===== config.mk =====
export PLATFORM = sky130hd
export DESIGN_NAME = sd_init_ctrl
export DESIGN_NICKNAME = d
export VERILOG_FILES = /design/src/rtl/sd_pkg.sv /design/src/rtl/sd_rsp_timer.sv /design/src/rtl/sd_init_ctrl.sv
export SDC_FILE = /design/constraint.sdc
export NUM_CORES = 1
export LEC_CHECK = 0
export CAP_MARGIN = 20
export CORE_MARGIN = 5
export CORE_UTILIZATION = 45
export CTS_CLUSTER_DIAMETER = 50
export DETAILED_ROUTE_END_ITERATION = 10
export PLACE_DENSITY = 0.71
export SLEW_MARGIN = 10
export SYNTH_ARGS = -nofsm -noshare
export SYNTH_HDL_FRONTEND = slang
export SYNTH_SLANG_ARGS = --single-unit

===== constraint.sdc =====
create_clock -name clk -period 5.7 [get_ports clk]
set_clock_uncertainty 0.15 [all_clocks]
set_input_delay 0.57 -clock clk [delete_from_list [all_inputs] [get_ports clk]]
set_output_delay 0.57 -clock clk [all_outputs]
set_load 0.02 [all_outputs]

===== src/rtl/sd_pkg.sv =====
// Shared definitions for the SD card SPI-mode initialisation controller.
// Holds the controller state enum, the command phase enum, SD command index,
// argument and CRC constants, R1 response bit positions, and a helper that
// builds the fixed command word for each initialisation state.
package sd_pkg;

    typedef enum logic [2:0] {
        StDummy,
        StCmd0,
        StCmd8,
        StCmd55,
        StAcmd41,
        StReady,
        StHost,
        StError
    } sd_state_e;

    // Every command state first offers the command, then waits for its R1.
    typedef enum logic {
        PhIssue,
        PhWait
    } sd_phase_e;

    localparam logic [5:0] CmdIdx0  = 6'd0;
    localparam logic [5:0] CmdIdx8  = 6'd8;
    localparam logic [5:0] CmdIdx41 = 6'd41;
    localparam logic [5:0] CmdIdx55 = 6'd55;

    localparam logic [6:0] Crc0    = 7'h4A;
    localparam logic [6:0] Crc8    = 7'h43;
    // SPI mode ignores the CRC after CMD8, so all-ones is sent.
    localparam logic [6:0] CrcNone = 7'h7F;

    localparam logic [31:0] Cmd8Arg      = 32'h0000_01AA;
    localparam logic [31:0] Acmd41HcsArg = 32'h4000_0000;

    localparam int unsigned R1IdleBit    = 0;
    localparam int unsigned R1IllegalBit = 2;

    localparam logic [7:0] R1Idle   = 8'(1 << R1IdleBit);
    localparam logic [7:0] R1Ok     = 8'h00;
    localparam logic [7:0] R1V1Card = 8'(R1Idle | 8'(1 << R1IllegalBit));
    localparam logic [7:0] R1Reset  = 8'hFF;

    typedef struct packed {
        logic [5:0]  index;
        logic [31:0] arg;
        logic [6:0]  crc;
    } sd_cmd_t;

    // Command word issued on entry to an initialisation state.
    function automatic sd_cmd_t init_cmd(sd_state_e st, logic card_v2);
        sd_cmd_t c;
        c.index = CmdIdx0;
        c.arg   = '0;
        c.crc   = CrcNone;
        case (st)
            StCmd0: begin
                c.crc = Crc0;
            end
            StCmd8: begin
                c.index = CmdIdx8;
                c.arg   = Cmd8Arg;
                c.crc   = Crc8;
            end
            StCmd55: begin
                c.index = CmdIdx55;
            end
            StAcmd41: begin
                c.index = CmdIdx41;
                c.arg   = card_v2 ? Acmd41HcsArg : '0;
            end
            default: ;
        endcase
        return c;
    endfunction

endpackage


===== src/rtl/sd_rsp_timer.sv =====
// Response timeout counter for the SD initialisation controller.
// load_i arms the counter with Timeout, clear_i stops it, otherwise it counts
// down to zero. expired_o is high in the last cycle of the window so the
// owner leaves its wait state exactly Timeout cycles after load_i.
// Ports:
//   clk_i      clock, rising edge
//   rst_ni     asynchronous active-low reset
//   load_i     start a new timeout window (handshake cycle)
//   clear_i    stop the counter (response seen or window abandoned)
//   expired_o  window ends on this clock edge
module sd_rsp_timer #(
    parameter int unsigned Timeout = 65535
) (
    input  logic clk_i,
    input  logic rst_ni,
    input  logic load_i,
    input  logic clear_i,
    output logic expired_o
);

    logic [31:0] cnt_q, cnt_d;

    always_comb begin
        cnt_d = cnt_q;
        if (clear_i) begin
            cnt_d = '0;
        end else if (load_i) begin
            cnt_d = 32'(Timeout);
        end else if (cnt_q != '0) begin
            cnt_d = cnt_q - 32'd1;
        end
    end

    always_ff @(posedge clk_i or negedge rst_ni) begin
        if (!rst_ni) begin
            cnt_q <= '0;
        end else begin
            cnt_q <= cnt_d;
        end
    end

    assign expired_o = (cnt_q == 32'd1);

endmodule


===== src/rtl/sd_init_ctrl.sv =====
// SD card SPI-mode initialisation controller.
// Sequences dummy clocks, CMD0, optional CMD8, CMD55/ACMD41 retries, then
// drops to the fast clock and forwards single host commands to the SPI
// command engine. Any bad R1 or response timeout parks it in a sticky error
// state until reset.
// Build option: define SD_CMD8_EN to issue CMD8 and detect v2 cards;
// without it CMD0 is followed directly by CMD55 and card_v2 stays 0.
// Ports:
//   clk, reset_n                 clock, asynchronous active-low reset
//   chip_select, write,          host write port: [5:0] index, [31:8] arg
//   writedata
//   readdata                     status: [7:0] last R1, [8] busy, [9] ready,
//                                [10] error, [11] card_v2
//   cmd_valid/cmd_ready,         command handshake and fields to the engine
//   cmd_index/cmd_arg/cmd_crc
//   rsp_valid/rsp_byte           one-cycle R1 pulse from the engine
//   slow_clk_sel                 1 selects the <400 kHz SD clock
//   dummy_req/dummy_done         80 dummy clocks request and completion
module sd_init_ctrl #(
    parameter int unsigned ACMD41_RETRIES = 255,
    parameter int unsigned RSP_TIMEOUT    = 65535
) (
    input  logic        clk,
    input  logic        reset_n,
    input  logic        chip_select,
    input  logic        write,
    input  logic [31:0] writedata,
    output logic [31:0] readdata,
    output logic        cmd_valid,
    input  logic        cmd_ready,
    output logic [5:0]  cmd_index,
    output logic [31:0] cmd_arg,
    output logic [6:0]  cmd_crc,
    input  logic        rsp_valid,
    input  logic [7:0]  rsp_byte,
    output logic        slow_clk_sel,
    output logic        dummy_req,
    input  logic        dummy_done
);

    import sd_pkg::*;

`ifdef SD_CMD8_EN
    localparam sd_state_e AfterCmd0 = StCmd8;
`else
    localparam sd_state_e AfterCmd0 = StCmd55;
`endif

    sd_state_e   state_q, state_d;
    sd_phase_e   phase_q, phase_d;
    sd_cmd_t     cmd_q, cmd_d;
    logic        cmd_valid_q, cmd_valid_d;
    logic        dummy_req_q, dummy_req_d;
    logic        slow_clk_q, slow_clk_d;
    logic [7:0]  last_r1_q, last_r1_d;
    logic        card_v2_q, card_v2_d;
    logic [31:0] retry_q, retry_d;

    logic tmr_load, tmr_clear, tmr_expired;
    logic in_cmd, hs, rsp_take, timeout, launch;
    logic busy, ready, error;

    logic unused_wd;
    assign unused_wd = ^writedata[7:6];

    assign in_cmd   = state_q inside {StCmd0, StCmd8, StCmd55, StAcmd41, StHost};
    assign hs       = in_cmd && (phase_q == PhIssue) && cmd_valid_q && cmd_ready;
    assign rsp_take = in_cmd && (phase_q == PhWait) && rsp_valid;
    // A response arriving on the last cycle of the window still counts.
    assign timeout  = in_cmd && (phase_q == PhWait) && !rsp_valid && tmr_expired;

    sd_rsp_timer #(
        .Timeout(RSP_TIMEOUT)
    ) u_rsp_timer (
        .clk_i    (clk),
        .rst_ni   (reset_n),
        .load_i   (tmr_load),
        .clear_i  (tmr_clear),
        .expired_o(tmr_expired)
    );

    always_comb begin
        state_d     = state_q;
        phase_d     = phase_q;
        cmd_d       = cmd_q;
        cmd_valid_d = cmd_valid_q;
        dummy_req_d = 1'b0;
        slow_clk_d  = slow_clk_q;
        last_r1_d   = last_r1_q;
        card_v2_d   = card_v2_q;
        retry_d     = retry_q;
        tmr_load    = 1'b0;
        tmr_clear   = 1'b0;
        launch      = 1'b0;

        case (state_q)
            StDummy: begin
                if (dummy_req_q && dummy_done) begin
                    state_d = StCmd0;
                    launch  = 1'b1;
                end else begin
                    dummy_req_d = 1'b1;
                end
            end
            StReady: begin
                if (chip_select && write) begin
                    state_d     = StHost;
                    phase_d     = PhIssue;
                    cmd_valid_d = 1'b1;
                    cmd_d.index = writedata[5:0];
                    cmd_d.arg   = {8'h00, writedata[31:8]};
                    cmd_d.crc   = CrcNone;
                end
            end
            StError: ;
            default: begin
                if (hs) begin
                    cmd_valid_d = 1'b0;
                    phase_d     = PhWait;
                    tmr_load    = 1'b1;
                end else if (rsp_take) begin
                    tmr_clear = 1'b1;
                    last_r1_d = rsp_byte;
                    case (state_q)
                        StCmd0: begin
                            state_d = (rsp_byte == R1Idle) ? AfterCmd0 : StError;
                        end
                        StCmd8: begin
`ifdef SD_CMD8_EN
                            if (rsp_byte == R1Idle) begin
                                card_v2_d = 1'b1;
                                state_d   = StCmd55;
                            end else if (rsp_byte == R1V1Card) begin
                                state_d = StCmd55;
                            end else begin
                                state_d = StError;
                            end
`else
                            state_d = StError;
`endif
                        end
                        StCmd55: begin
                            state_d = rsp_byte[R1IllegalBit] ? StError : StAcmd41;
                        end
                        StAcmd41: begin
                            if (rsp_byte == R1Ok) begin
                                state_d = StReady;
                            end else if (rsp_byte == R1Idle) begin
                                retry_d = retry_q + 32'd1;
                                state_d = (retry_d >= ACMD41_RETRIES) ? StError : StCmd55;
                            end else begin
                                state_d = StError;
                            end
                        end
                        StHost: begin
                            state_d = StReady;
                        end
                        default: begin
                            state_d = StError;
                        end
                    endcase
                    launch = state_d inside {StCmd8, StCmd55, StAcmd41};
                end else if (timeout) begin
                    tmr_clear = 1'b1;
                    state_d   = StError;
                end
            end
        endcase

        if (launch) begin
            cmd_valid_d = 1'b1;
            phase_d     = PhIssue;
            cmd_d       = init_cmd(state_d, card_v2_d);
        end
        if (state_d == StReady) begin
            slow_clk_d = 1'b0;
        end
        if (state_d == StError) begin
            cmd_valid_d = 1'b0;
        end
    end

    always_ff @(posedge clk or negedge reset_n) begin
        if (!reset_n) begin
            state_q     <= StDummy;
            phase_q     <= PhIssue;
            cmd_q       <= '0;
            cmd_valid_q <= 1'b0;
            dummy_req_q <= 1'b0;
            slow_clk_q  <= 1'b1;
            last_r1_q   <= R1Reset;
            card_v2_q   <= 1'b0;
            retry_q     <= '0;
        end else begin
            state_q     <= state_d;
            phase_q     <= phase_d;
            cmd_q       <= cmd_d;
            cmd_valid_q <= cmd_valid_d;
            dummy_req_q <= dummy_req_d;
            slow_clk_q  <= slow_clk_d;
            last_r1_q   <= last_r1_d;
            card_v2_q   <= card_v2_d;
            retry_q     <= retry_d;
        end
    end

    assign busy  = !(state_q inside {StReady, StError});
    assign ready = state_q inside {StReady, StHost};
    assign error = (state_q == StError);

    assign readdata     = {20'h0_0000, card_v2_q, error, ready, busy, last_r1_q};
    assign cmd_valid    = cmd_valid_q;
    assign cmd_index    = cmd_q.index;
    assign cmd_arg      = cmd_q.arg;
    assign cmd_crc      = cmd_q.crc;
    assign slow_clk_sel = slow_clk_q;
    assign dummy_req    = dummy_req_q;

endmodule


Yosys cells after proc, flatten, opt, wreduce, memory -nomap -nowiden
Index checks and enable logic that the tools add are counted.
{"block": "classes", "n_bitwise": 4, "add_sub_neg": 2, "muxes": 45, "reduce_logical": 31, "n_lt_le_gt_ge": 1, "n_eq_ne": 22}
{"cell": "2-to-1 mux 45 bit", "n": 3}
{"cell": "2-to-1 mux 32 bit", "n": 3}
{"cell": "2-to-1 mux 3 bit", "n": 12}
{"cell": "adder 32 x 1 -> 32 bit, second input constant", "n": 1}
{"cell": "equality test 32 x 1 -> 1 bit, second input constant", "n": 1}
{"cell": ">= comparator 32 x 8 -> 1 bit, second input constant", "n": 1}
{"cell": "nonzero test 32 bit", "n": 1}
{"cell": "subtractor 32 x 1 -> 32 bit, second input constant", "n": 1}
{"cell": "equality test 3 bit, second input constant", "n": 8}
{"cell": "equality test 3 x 2 -> 1 bit, second input constant", "n": 6}
{"cell": "2-to-1 mux 1 bit", "n": 18}
{"cell": "one-hot mux 6 bit (3 select lines)", "n": 1}
{"cell": "one-hot mux 3 bit (4 select lines)", "n": 1}
{"cell": "one-hot mux 6 bit (2 select lines)", "n": 1}
{"cell": "logical AND 1 bit", "n": 9}
{"cell": "2-to-1 mux 9 bit", "n": 1}
{"cell": "one-hot mux 3 bit (3 select lines)", "n": 1}
{"cell": "AND reduction 3 bit", "n": 3}
{"cell": "nonzero test 3 bit", "n": 3}
{"cell": "equality test 8 x 1 -> 1 bit, second input constant", "n": 1}
{"cell": "zero test 8 bit", "n": 1}
{"cell": "nonzero test 2 bit", "n": 4}
{"cell": "equality test 3 x 1 -> 1 bit, second input constant", "n": 2}
{"cell": "one-hot mux 1 bit (2 select lines)", "n": 3}
{"cell": "other kinds (14)", "n": 19}
{"block": "word_totals", "out_inout_bits": 80, "word_cells": 116, "regBits": 124, "input_bits": 47}

Longest topological paths before layout
Gate-level depths: netlist of the first run.
{"block": "depth", "ltp_word": 16, "ltp_mapped": 14, "mapped_depth_nobuf": 10}

Hierarchy
From an unflattened synthesis of the first run, not the netlist that was laid out.
{"block": "hier_totals", "hier_cells": 641, "area_unflattened_um2": 6189.7}
{"module": "sd_init_ctrl", "seq_area_each_um2": 2038.2, "area_per_inst_um2": 4420.5, "n_inst": 1, "cells_each": 454}
{"module": "sd_rsp_timer", "seq_area_each_um2": 800.8, "area_per_inst_um2": 1769.2, "n_inst": 1, "cells_each": 187}

Least setup slack after synthesis of the first run
OpenSTA, ideal clock, no wires.
{"block": "synth_path", "path_type": "input port to flip-flop", "start": "in rsp_byte[5]", "end": "reg cmd_q (netlist bit cmd_index[1])", "setup_time_ps": 125, "path_buffers": 1, "setup_slack_ps": 2382, "required_time_ps": 5425, "cell_stages": 10, "arrival_time_ps": 3043, "cell_sequence": "or4_4 > nor4_4 > nor3b_4 > nand2b_1 > a2111oi_2 > nand4_1 > or3_1 > buf_6 > nand4_2 > mux2_2"}
{"block": "synth_between", "elab_chain_cells": 14, "word_cells_on_any_way": 27, "cone_classes": "eq/ne (7); mux (15); reduce/logical (5)"}
{"element": "start, declared", "line_no": "sd_init_ctrl.sv:35", "rtl": "input logic [7:0] rsp_byte,"}
{"element": "equality test 8 x 1 -> 1 bit", "line_no": "sd_init_ctrl.sv:126, sd_init_ctrl.sv:148"}
{"element": "2-to-1 mux 3 bit", "line_no": "sd_init_ctrl.sv:148", "rtl": "end else if (rsp_byte == R1Idle) begin"}
{"element": "2-to-1 mux 3 bit", "line_no": "sd_init_ctrl.sv:146", "rtl": "if (rsp_byte == R1Ok) begin"}
{"element": "one-hot mux 3 bit (4 select lines) (*)", "line_no": "sd_init_ctrl.sv:124", "rtl": "case (state_q)"}
{"element": "2-to-1 mux 3 bit (*)", "line_no": "sd_init_ctrl.sv:121", "rtl": "end else if (rsp_take) begin"}
{"element": "2-to-1 mux 3 bit (*)", "line_no": "sd_init_ctrl.sv:117", "rtl": "if (hs) begin"}
{"element": "2-to-1 mux 3 bit (*)", "line_no": "sd_init_ctrl.sv:96", "rtl": "case (state_q)"}
{"element": "equality test 3 x 2 -> 1 bit or equality test 3 bit (tied branches)", "line_no": "sd_init_ctrl.sv:162", "rtl": "launch = state_d inside {StCmd8, StCmd55, StAcmd41};"}
{"element": "nonzero test 3 bit", "line_no": "sd_init_ctrl.sv:162"}
{"element": "2-to-1 mux 1 bit", "line_no": "sd_init_ctrl.sv:121"}
{"element": "2-to-1 mux 1 bit", "line_no": "sd_init_ctrl.sv:117"}
{"element": "one-hot mux 1 bit (2 select lines)", "line_no": "sd_init_ctrl.sv:96"}
{"element": "nonzero test 2 bit (no line)"}
{"element": "AND reduction 2 bit (no line)"}
{"element": "end signal, assigned", "line_no": "sd_init_ctrl.sv:197", "rtl": "cmd_q <= cmd_d;"}
{"element": "end, declared", "line_no": "sd_init_ctrl.sv:51", "rtl": "sd_cmd_t cmd_q, cmd_d;"}
Every way passes the cells marked *; elsewhere a longest branch is shown, timed or not. The select of a mux whose other input is x is not followed.
A chain may end at the register's enable or synchronous reset.

Final worst setup path of the first run
{"block": "layout_path", "start": "reg retry_q[1]", "end": "reg cmd_q (netlist bit cmd_index[1])"}
{"block": "layout_between", "elab_chain_cells": 16, "word_cells_on_any_way": 27, "cone_classes": "add/sub (1); order compare (1); eq/ne (6); mux (15); reduce/logical (4)"}
{"element": "start, declared", "line_no": "sd_init_ctrl.sv:57", "rtl": "logic [31:0] retry_q, retry_d;"}
{"element": "start signal, assigned", "line_no": "sd_init_ctrl.sv:203", "rtl": "retry_q <= retry_d;"}
{"element": "adder 32 x 1 -> 32 bit (*)", "line_no": "sd_init_ctrl.sv:149", "rtl": "retry_d = retry_q + 32'd1;"}
{"element": ">= comparator 32 x 8 -> 1 bit (*)", "line_no": "sd_init_ctrl.sv:150", "rtl": "state_d = (retry_d >= ACMD41_RETRIES) ? StError : StCmd55;"}
{"element": "2-to-1 mux 3 bit (*)", "line_no": "sd_init_ctrl.sv:150"}
{"element": "2-to-1 mux 3 bit (*)", "line_no": "sd_init_ctrl.sv:148"}
{"element": "2-to-1 mux 3 bit (*)", "line_no": "sd_init_ctrl.sv:146"}
{"element": "one-hot mux 3 bit (4 select lines) (*)", "line_no": "sd_init_ctrl.sv:124"}
{"element": "2-to-1 mux 3 bit (*)", "line_no": "sd_init_ctrl.sv:121"}
{"element": "2-to-1 mux 3 bit (*)", "line_no": "sd_init_ctrl.sv:117"}
{"element": "2-to-1 mux 3 bit (*)", "line_no": "sd_init_ctrl.sv:96"}
{"element": "equality test 3 x 2 -> 1 bit or equality test 3 bit (tied branches)", "line_no": "sd_init_ctrl.sv:162"}
{"element": "nonzero test 3 bit", "line_no": "sd_init_ctrl.sv:162"}
{"element": "2-to-1 mux 1 bit", "line_no": "sd_init_ctrl.sv:121"}
{"element": "2-to-1 mux 1 bit", "line_no": "sd_init_ctrl.sv:117"}
{"element": "one-hot mux 1 bit (2 select lines)", "line_no": "sd_init_ctrl.sv:96"}
{"element": "nonzero test 2 bit (no line)"}
{"element": "AND reduction 2 bit (no line)"}
Marked as above.

==> results.md, run 1 <==
- Reg area: 2840 um^2
- Number of cell rows: 43
- Die X: approximately 130 um
- Critical Path AT: 4.07 ns
- Fin. Hold Viols: 0
- Routed len/inst: roughly 16 um
- Worst hold slack: around 0.056 ns
- Io pins: 127
- Postcts setup bufs: 0
- Setup TNS: 0 ns
- Hold crit path type: in2async
- Peak supply drop: approximately 130 uV
- Pre-Repair DR Iteration Count: 5
- CTS tree: done
- Top FF cell, synth: dfrtp_1
- Worst-path fanout max: 11
- Initial core utilization: 0.458
- Top-count cell post-synth: dfrtp_1
- Num CTS Buffers: 17
- # setup viols final: 0
- Synth top area cells: dfrtp_1, xnor2_1, nand2_1
- Vias: between 5000 and 6000
- Fin. max-slew vios: 0
- Worst slew pin tran: 0.944 ns
- Pwr Density: approximately 240 nW/um^2
- CP startpoint kind: register
- Total chip power: ~1.9 mW
- Area growth from synthesis to layout: 21.9%
- CTS Buffer Depth: 2
- Ant diodes: 0
- Post-cts repair resize count: 0
- First-pass GRT wire length: 24.3 mm
- DRT iter0 DRCs: 279
- Outcome: finished clean
- Routed wl met2: about 7 mm
- Vias per Instance: between 5 and 6
- Post-synth top cells: dfrtp_1, nand2_1, nor2_1
- Post-route cell area: a little under 8000 um^2
- Area of the multi-input gates: just over 3000 um^2
- Register area share after synthesis: 0.449
- Vias in the first global route: 4990
- GRT overflow: 0
- Mapped Area: 6330 um^2
- Routed Antenna Nets: 0
- Die Ht: between 100 and 150 um
- Placed cell count: ~900
- Yosys cell types: 64
- DR WL met3: 1.10 mm
- Detailed Route WL: roughly 15 mm
- Min Tclk post-route: between 3 and 4 ns
- Pre-CTS setup slack: ~1.6 ns
- RSZ-0062 raised after global routing: false
- DP Wirelength: 10.7 mm
- Max-cap viol count: 0
- Yosys top cell by area: dfrtp_1
- Layout Cells excl Fill: between 900 and 1000
- Cell count after synthesis: 669
- Worst-path clk slew: 0.05 ns
- Fin worst setup slack: around 1.8 ns
- Yosys top cell area share: 0.411
- Placed instance area: ~7000 um^2
- Largest net degree at the start of global routing: 60
- Die area: 16500 um^2
- Port Buf Inserts: between 90 and 100
- Gr usage total: 0.182
- DRT met1 WL: 6.66 mm
- Final core occ: 0.558
- Core area: roughly 14000 um^2
- #FFs+latches synth: approximately 110
- Highest routed layer: met4
- Final Cycle Share: 0.688
- Htree depth: 4
- Crit end category: register
- FFs w/ async S/R, synth: 1.00
- Root buffer cell: clkbuf_16
- Placer Congestion: approximately 0.90
- Yosys warning count: 0
- Number of synthesized flops with an enable pin: 0
- Layout cells sized above 1: 0.0930
- Kind of critical path: reg2reg
- Slew margin rel.: 0.368
- Worst skew pair latency: between 0.4 and 0.5 ns
- Sink Count: between 100 and 150
- Worst path required time: between 5 and 6 ns
- Initial antenna violation count: 0
- DRC violations left: 0
- Avg Cell Area, Syn: around 9.5 um^2
- Max Fclk: ~250 MHz
- Layout fillers: roughly 1200
- Hold_buf cts: 0
- NumNets Final: roughly 790
- R2R Setup Slk: between 1.5 and 2 ns
- P_leak: 3.41 nW
layer usage:
layer  vias up  GRT usage
li1       2458          -
met1      2487      0.239
met2       174      0.293
met3        14     0.0523
met4         0     0.0544
met5         -          0
worst paths after layout:
| kind | startpoint | endpoint | depth (start not counted) |
|---|---|---|---|
| max | retry_q[1]$_DFFE_PN0P_ | cmd_index[1]$_DFFE_PN0P_ | 10 |
| min | reset_n | cmd_arg[5]$_DFFE_PN0P_ | 1 |
| max reg2reg | retry_q[1]$_DFFE_PN0P_ | cmd_index[1]$_DFFE_PN0P_ | 10 |
| min reg2reg | last_r1_q[4]$_DFFE_PN1P_ | last_r1_q[4]$_DFFE_PN1P_ | 2 |
| max in group asynchronous | reset_n | retry_q[17]$_DFFE_PN0P_ | 2 |
| min in group clk | last_r1_q[4]$_DFFE_PN1P_ | last_r1_q[4]$_DFFE_PN1P_ | 2 |
critical path: stages (launching register included):
cell and delay [ns]:
dfrtp_1 0.45, ha_1 0.38, nand4_1 0.26, nor3_1 0.66, o21ai_0 0.21, o31a_1 0.18, nor3b_1 0.20, nand4_1 0.18
or3_1 0.51, nand4_2 0.25, mux2_2 0.37
flip-flops by register name, summed over array words and instances (netlist names), 3 cells and up:
name,flops
retry_q,32
state_q,3
cmd_arg,24
cmd_index,6
last_r1_q,8
cmd_crc,4
u_rsp_timer.cnt_q,32
power breakdown:
part           internal [mW]  total [mW]  switching, mW
registers              0.813       0.819        0.00569
logic                 0.0529       0.116         0.0626
clock network          0.555       0.948          0.392
final cells by class:
class	count	area share
inverters	9	0.00438
repair buffers	97	0.125
well taps	180	0.0292
clock inverters	15	0.0148
clock buffers	17	0.0552
multi-input cells	502	0.404
flip-flops and latches	113	0.368
layout by cell type, fill, tap and decap left out, types with 10 or more instances in the layout:
master	instances
a21oi_1	29
a22o_1	19
clkbuf_16	17
clkdlybuf4s50_1	94
conb_1	29
dfrtp_1	104
nand2_1	83
nand2b_1	10
nand3_1	30
nand4_1	23
nor2_1	49
nor3_1	18
nor4_1	15
o21ai_0	18
or3_1	11
xnor2_1	39
xor2_1	26
cell families after synthesis:
kind of cell	count (synthesis)	share of synthesized area
adder cells (fa/ha/maj)	4	0.00791
buffers and inverters	82	0.0769
XOR/XNOR	65	0.0900
flip-flops	113	0.449
multiplexers	7	0.0121
AO/OA/AOI/OAI	100	0.109
AND/OR/NAND/NOR	297	0.255
other	1	0.000593
(Power assumes the default switching activity.)
==> inputs of run 2 (changes only) <==
==> constraint.sdc (replaced) <==
create_clock -name clk -period 3.76 [get_ports clk]
set_clock_uncertainty 0.15 [all_clocks]
set_input_delay 0.376 -clock clk [delete_from_list [all_inputs] [get_ports clk]]
set_output_delay 0.376 -clock clk [all_outputs]
set_load 0.02 [all_outputs]
==> run 2 against run 1 <==
Combinational power up 53%. Highest routed layer unchanged. Hold slack gained 0.25 ns. First-iteration DRC count increased by 79%. Critical path type unchanged. Sequential share of layout area decreased by 0.61 points. Routed wire length grew 0.57%. Global-route usage increased by 0.67 points. Non-clock buffer count up 16. Clock-buffer cell count up 9. Cell count up 1.7%. Fmax up 14%.
==> results.md, run 2 (synthesis results as in run 1) <==
- Worst path required time: 3.91 ns (-1.94 ns)
- Number of cell rows: 43 (unchanged)
- CTS Buffer Depth: 2 (unchanged)
- Fin. Hold Viols: 0 (unchanged)
- Worst-path fanout max: 10 (-1)
- Placed cell count: 916 (+1.7%)
- CP top delay family: simple AND/OR/NAND/NOR gates
- Initial core utilization: 0.458 (unchanged)
- Ant diodes: 0 (unchanged)
- Vias: 5241 (+2.1%)
- Worst reg2reg path depth: 9 (-1)
- Worst skew pair latency: 0.42 ns (about the same)
- Setup TNS: 0 ns (unchanged)
- Placer Congestion: 0.886 (-1.8%)
- CP startpoint kind: register
- Hold crit path type: reg2reg
- Max Fclk: 291 MHz (+14%)
- Fin. max-slew vios: 0 (unchanged)
- Peak supply drop: 337 uV (+160%)
- Postcts setup bufs: 0 (unchanged)
- Min-delay src: last_r1_q[3]$_DFFE_PN1P_
- Max-cap viol count: 0 (unchanged)
- Worst hold stages: 2
- Max incr delay on CP: 0.58 ns (-0.08 ns)
- Port Buf Inserts: 95 (unchanged)
- Initial antenna violation count: 0 (unchanged)
- Highest routed layer: met4
- Worst slew pin tran: 0.799 ns (-0.146 ns)
- Reg2reg start: retry_q[12]$_DFFE_PN0P_
- Commonest non-fill, non-tap cell in the layout: dfrtp_1
- Htree depth: 4 (unchanged)
- Routed len/inst: 15.8 um (-1.1%)
- DR WL met3: 1.04 mm (-6.0%)
- Sink Count: 113 (unchanged)
- Critical Path AT: 3.58 ns (-0.49 ns)
- R2R Setup Slk: 0.33 ns (-1.45 ns)
- Critical-path cell list: nand4_1 > nor4_4 > nand3_1 > xnor2_1 > nor3b_1 > nand4_1 > or3_1 > nand4_2 > mux2_2
- RSZ-0062 raised after global routing: false
- Detailed Route WL: 15.0 mm (+0.57%)
- Sw frac: 0.217 (-0.0280)
- Worst-path clk slew: 0.05 ns (about the same)
- DRT met1 WL: 6.71 mm (+0.62%)
- CP max stage cell: dfrtp_1
- DRT iter0 DRCs: 499 (+79%)
- WHS Endpoint: last_r1_q[3]$_DFFE_PN1P_
- Die area: 16500 um^2 (unchanged)
- Outcome: finished clean
- Vias in the first global route: 5074 (+1.7%)
- Worst r2r dst: cmd_index[2]$_DFFE_PN0P_
- CTS tree: done
- Layout fillers: 1136 (-3.7%)
- Area growth from synthesis to layout: 23.9%
- Root buffer cell: clkbuf_16
- DP Wirelength: 11.0 mm (+2.3%)
- Layout cells sized above 1: 0.103 (+0.00977)
- Slew margin rel.: 0.468 (+0.0995)
- NumNets Final: 807 (+2.0%)
- Clk pwr share: 0.510 (+0.006)
- Largest net degree at the start of global routing: 66 (+10%)
- Pwr Density: 369 nW/um^2 (+51%)
- Num CTS Buffers: 17 (unchanged)
- Power share of the sequential group: 0.429 (-0.006)
- # setup viols final: 0 (unchanged)
- Layout Cells excl Fill: 949 (+1.7%)
- Core area: 13800 um^2 (unchanged)
- DRC violations left: 0 (unchanged)
- Gr usage total: 0.188 (+0.00670)
- Kind of critical path: reg2reg
- Min Tclk post-route: 3.43 ns (-0.489 ns)
- Crit path buffers/inverters: 0 (unchanged)
- P_leak: 3.51 nW (+2.8%)
- Internal power: 2.27 mW (+60%)
- First-pass GRT wire length: 25.1 mm (+3.3%)
- Routed wl met2: 6.99 mm (about the same)
- Gate power share: 0.061 (about the same)
- GRT overflow: 0 (unchanged)
- Die Ht: 129 um (unchanged)
- Vias per Instance: 5.52 (+0.38%)
- Pre-Repair DR Iteration Count: 5 (unchanged)
- Die X: 129 um (unchanged)
- Routed Antenna Nets: 0 (unchanged)
- Net Sw Power: 628 uW (+36%)
- Final Cycle Share: 0.913 (+0.225)
- Most used cell, CP: nand4_1
- Crit end category: register
- Most frequent cells in the layout: dfrtp_1, clkdlybuf4s50_1, nand2_1, nor2_1, xnor2_1
- Io pins: 127 (unchanged)
run 2: per-stage QoR:
stage / hold WS [ns] / power (mW) / utilization / worst slack (ns) / area [um^2]
3_3_place_gp: 0.297 / 1.44 / 0.527 / 0.134 / 7290
4_1_cts: 0.309 / 2.93 / 0.567 / 0.317 / 7840
2_1_floorplan: -0.0696 / 1.35 / - / 0.636 / 6430
6_report: 0.307 / 2.90 / 0.567 / 0.327 / 7840
3_5_place_dp: 0.297 / 1.44 / 0.527 / 0.0320 / 7290
5_1_grt: 0.325 / 3.00 / 0.567 / 0.0614 / 7840
run 2: cell type report:
type	count	area, um^2	area share
multi-input cells	502	3110	0.397
flip-flops and latches	113	2840	0.362
repair buffers	113	1090	0.138
clock buffers	26	489	0.0624
well taps	180	225	0.0287
clock inverters	6	57.6	0.00734
inverters	9	33.8	0.00431
run 2: timing repair:
| action | 4_1_cts | 5_1_grt |
|---|---|---|
| gates resized for setup | 0 | 0 |
| hold buffers | 1 | 0 |
| hold endpoints to repair | 59 | 0 |
run 2: routing by layer:
metal,vias up,track usage
li1,2483,-
met1,2553,0.249
met2,178,0.297
met3,27,0.0477
met4,0,0.0760
met5,-,0
run 2: worst reg2reg max path: cells and delay by family (launching register included):
kind	cells	cell delay, ns
XOR/XNOR	1	0.31
AND/OR/NAND/NOR	7	1.92
flip-flops	1	0.58
multiplexers	1	0.36
run 2: power by group through the flow:
stage | sequential, mW | combinational (mW) | clock (mW)
after floorplan | 1.28 | 0.0703 | 0
after global placement | 1.26 | 0.176 | 0
after detailed placement | 1.26 | 0.178 | 0
after CTS | 1.24 | 0.180 | 1.51
after global routing | 1.24 | 0.193 | 1.56
final | 1.24 | 0.177 | 1.48
run 2: worst max-delay path by stage:
stage / startpoint / end / cells after the start
final: retry_q[12]$_DFFE_PN0P_ / cmd_index[2]$_DFFE_PN0P_ / 9
after global placement: rsp_byte[5] / cmd_index[3]$_DFFE_PN0P_ / 10
after detailed placement: rsp_byte[5] / cmd_index[2]$_DFFE_PN0P_ / 10
after global routing: retry_q[2]$_DFFE_PN0P_ / cmd_index[2]$_DFFE_PN0P_ / 9
after CTS: u_rsp_timer.cnt_q[24]$_DFFE_PN0P_ / u_rsp_timer.cnt_q[4]$_DFFE_PN0P_ / 8
after floorplan: rsp_byte[5] / cmd_index[1]$_DFFE_PN0P_ / 10
==> inputs of run 3 (changes only) <==
--- a/config.mk
+++ b/config.mk
@@ -6,11 +6,14 @@
 export NUM_CORES = 1
 export LEC_CHECK = 0
 export CAP_MARGIN = 20
+export CELL_PAD_IN_SITES_DETAIL_PLACEMENT = 0
+export CELL_PAD_IN_SITES_GLOBAL_PLACEMENT = 2
 export CORE_MARGIN = 5
-export CORE_UTILIZATION = 45
+export CORE_UTILIZATION = 33
+export CTS_BUF_LIST = sky130_fd_sc_hd__clkbuf_8
 export CTS_CLUSTER_DIAMETER = 50
 export DETAILED_ROUTE_END_ITERATION = 10
-export PLACE_DENSITY = 0.71
+export PLACE_DENSITY_LB_ADDON = 0.1
 export SLEW_MARGIN = 10
 export SYNTH_ARGS = -nofsm -noshare
 export SYNTH_HDL_FRONTEND = slang
==> run 3 against run 2 <==
Setup slack got worse by 0.056 ns. Critical path depth did not move. Fmax fell by 1.6%. First-iteration DRC count fell by 50%. Hold slack improved by 0.0020 ns. Total power fell by 4.2%. Sequential cell count did not move. Sequential power barely moved. Core utilization fell by 14 points. Global-route usage fell by 3.2 points.
==> results.md, run 3 (synthesis results as in run 1) <==
- Worst-path fanout max: 9 (-1)
- GRT overflow: 0 (unchanged)
- Initial antenna violation count: 0 (unchanged)
- NumNets Final: 820 (+1.6%)
- Routed len/inst: 16.6 um (+5.1%)
- CP max stage cell: dfrtp_1
- Gr usage total: 0.156 (-0.0323)
- First-pass GRT wire length: 27.5 mm (+9.6%)
- DP Wirelength: 12.6 mm (+15%)
- Internal power: 2.17 mW (-4.5%)
- Kind of critical path: reg2reg
- Root buffer cell: clkbuf_8
- Most used cell, CP: nand4_1
- Final core occ: 0.423 (-0.145)
- Post-route cell area: 7930 um^2 (+1.1%)
- Clk pwr share: 0.489 (-0.021)
- Die area: 22000 um^2 (+33%)
- Power share of the sequential group: 0.446 (+0.017)
- Detailed Route WL: 16.9 mm (+12%)
- Outcome: finished clean
- CP top delay family: simple AND/OR/NAND/NOR gates
- Max Fclk: 287 MHz (-1.6%)
- DR WL met3: 636 um (-39%)
- Hold crit path type: reg2reg
- Worst skew pair latency: 0.43 ns (about the same)
- Min Tclk post-route: 3.49 ns (+0.0565 ns)
- Net Sw Power: 610 uW (-2.9%)
- Worst-path clk slew: 0.07 ns (+0.02 ns)
- Pre-Repair DR Iteration Count: 4 (-1)
- DRT met1 WL: 7.45 mm (+11%)
- Peak supply drop: 192 uV (-43%)
- Layout fillers: 1847 (+63%)
- Port Buf Inserts: 95 (unchanged)
- Most frequent cells in the layout: dfrtp_1, clkdlybuf4s50_1, nand2_1, nor2_1, xnor2_1
- Critical Path AT: 3.65 ns (+0.07 ns)
- CTS tree: done
- Die Ht: 148 um (+15%)
- Slew margin rel.: 0.408 (-0.0600)
- Postcts setup bufs: 0 (unchanged)
- Max incr delay on CP: 0.52 ns (-0.06 ns)
- Htree depth: 4 (unchanged)
- Layout cells sized above 1: 0.123 (+0.0202)
- Critical-path cell list: nand4_1 > nor4_4 > nand3_1 > xnor2_1 > nor3b_1 > nand4_1 > or3_1 > nand4_2 > mux2_2
- CP startpoint kind: register
- Vias: 5112 (-2.5%)
- Highest routed layer: met4
- RSZ-0062 raised after global routing: false
- Final Cycle Share: 0.928 (+0.0150)
- Area growth from synthesis to layout: 25.3%
- DRT iter0 DRCs: 250 (-50%)
- DRC violations left: 0 (unchanged)
- Pwr Density: 350 nW/um^2 (-5.2%)
- Largest net degree at the start of global routing: 68 (+3.0%)
- Num CTS Buffers: 17 (unchanged)
- Crit path buffers/inverters: 0 (unchanged)
- Gate power share: 0.064 (+0.003)
- Crit end category: register
- Worst path required time: 3.92 ns (about the same)
- Commonest non-fill, non-tap cell in the layout: dfrtp_1
- Setup TNS: 0 ns (unchanged)
- CTS Buffer Depth: 2 (unchanged)
- P_leak: 3.54 nW (+0.90%)
- Fin. max-slew vios: 0 (unchanged)
- Min-delay src: last_r1_q[3]$_DFFE_PN1P_
- Reg2reg start: retry_q[11]$_DFFE_PN0P_
- Vias in the first global route: 5209 (+2.7%)
- Critical Path Start: retry_q[11]$_DFFE_PN0P_
- Sink Count: 113 (unchanged)
- Fin. Hold Viols: 0 (unchanged)
- Max-cap viol count: 0 (unchanged)
- # setup viols final: 0 (unchanged)
- Ant diodes: 0 (unchanged)
- Placed instance area: 7450 um^2 (+2.3%)
- Worst slew pin tran: 0.889 ns (+0.0900 ns)
- Number of cell rows: 50 (+16%)
- Core area: 18800 um^2 (+36%)
- Routed wl met2: 8.61 mm (+23%)
- Vias per Instance: 5.04 (-8.8%)
- Sw frac: 0.220 (+0.00294)
- Placer Congestion: 0.794 (-10%)
- Die X: 148 um (+15%)
- Routed Antenna Nets: 0 (unchanged)
- Initial core utilization: 0.337 (-0.120)
- Io pins: 127 (unchanged)
==> run 3: path summary, 6_finish.rpt <==
check / slack, ns / cells after the start / end
max: 0.27 / 9 / cmd_index[2]$_DFFE_PN0P_
max reg2reg: 0.27 / 9 / cmd_index[2]$_DFFE_PN0P_
max in group asynchronous: 2.08 / 3 / last_r1_q[6]$_DFFE_PN1P_
min reg2reg: 0.31 / 2 / last_r1_q[3]$_DFFE_PN1P_
min: 0.31 / 2 / last_r1_q[3]$_DFFE_PN1P_
min in group asynchronous: 0.45 / 2 / cmd_arg[23]$_DFFE_PN0P_
==> run 3: repair_timing <==
action	4_1_cts	5_1_grt
endpoints found under the hold margin	61	0
gates resized for setup	0	0
hold buffers	1	0
==> run 3: through the flow <==
step           hold slack, ns  total power, mW  worst slack (ns)  cells
2_1_floorplan         -0.0696             1.35             0.636    697
3_3_place_gp            0.297             1.44            0.0532    983
3_5_place_dp            0.303             1.44           0.00510    983
4_1_cts                 0.300             2.82             0.278   1015
5_1_grt                 0.287             2.90            0.0558   1015
6_report                0.309             2.78             0.271   1015
==> run 3: final cells by class <==
class                      instances  area [um^2]  area share
sequential                       113         2840       0.358
multi-input combinational        502         3110       0.392
clock buffer                      21          289      0.0364
clock inverter                    10          181      0.0229
timing repair buffer             126         1180       0.149
tap                              234          293      0.0369
inverter                           9         33.8     0.00426
==> run 3: worst register-to-register path: stages (launching register included) <==
cell,delay [ns]
dfrtp_1,0.52
nand4_1,0.23
nor4_4,0.49
nand3_1,0.21
xnor2_1,0.35
nor3b_1,0.24
nand4_1,0.19
or3_1,0.45
nand4_2,0.19
mux2_2,0.36
==> run 3: power by group through the flow <==
stage / sequential [mW] / clock, mW / combinational [mW]
floorplan: 1.28 / 0 / 0.0703
global placement: 1.26 / 0 / 0.179
detailed placement: 1.26 / 0 / 0.180
CTS: 1.24 / 1.40 / 0.182
global route: 1.24 / 1.47 / 0.193
finish: 1.24 / 1.36 / 0.179
==> run 3: per-layer routing <==
| metal | GRT usage | vias up |
|---|---|---|
| met3 | 0.0396 | 11 |
| met2 | 0.270 | 96 |
| met4 | 0.0467 | 0 |
| met1 | 0.191 | 2505 |
| met5 | 0 | - |
| li1 | - | 2500 |
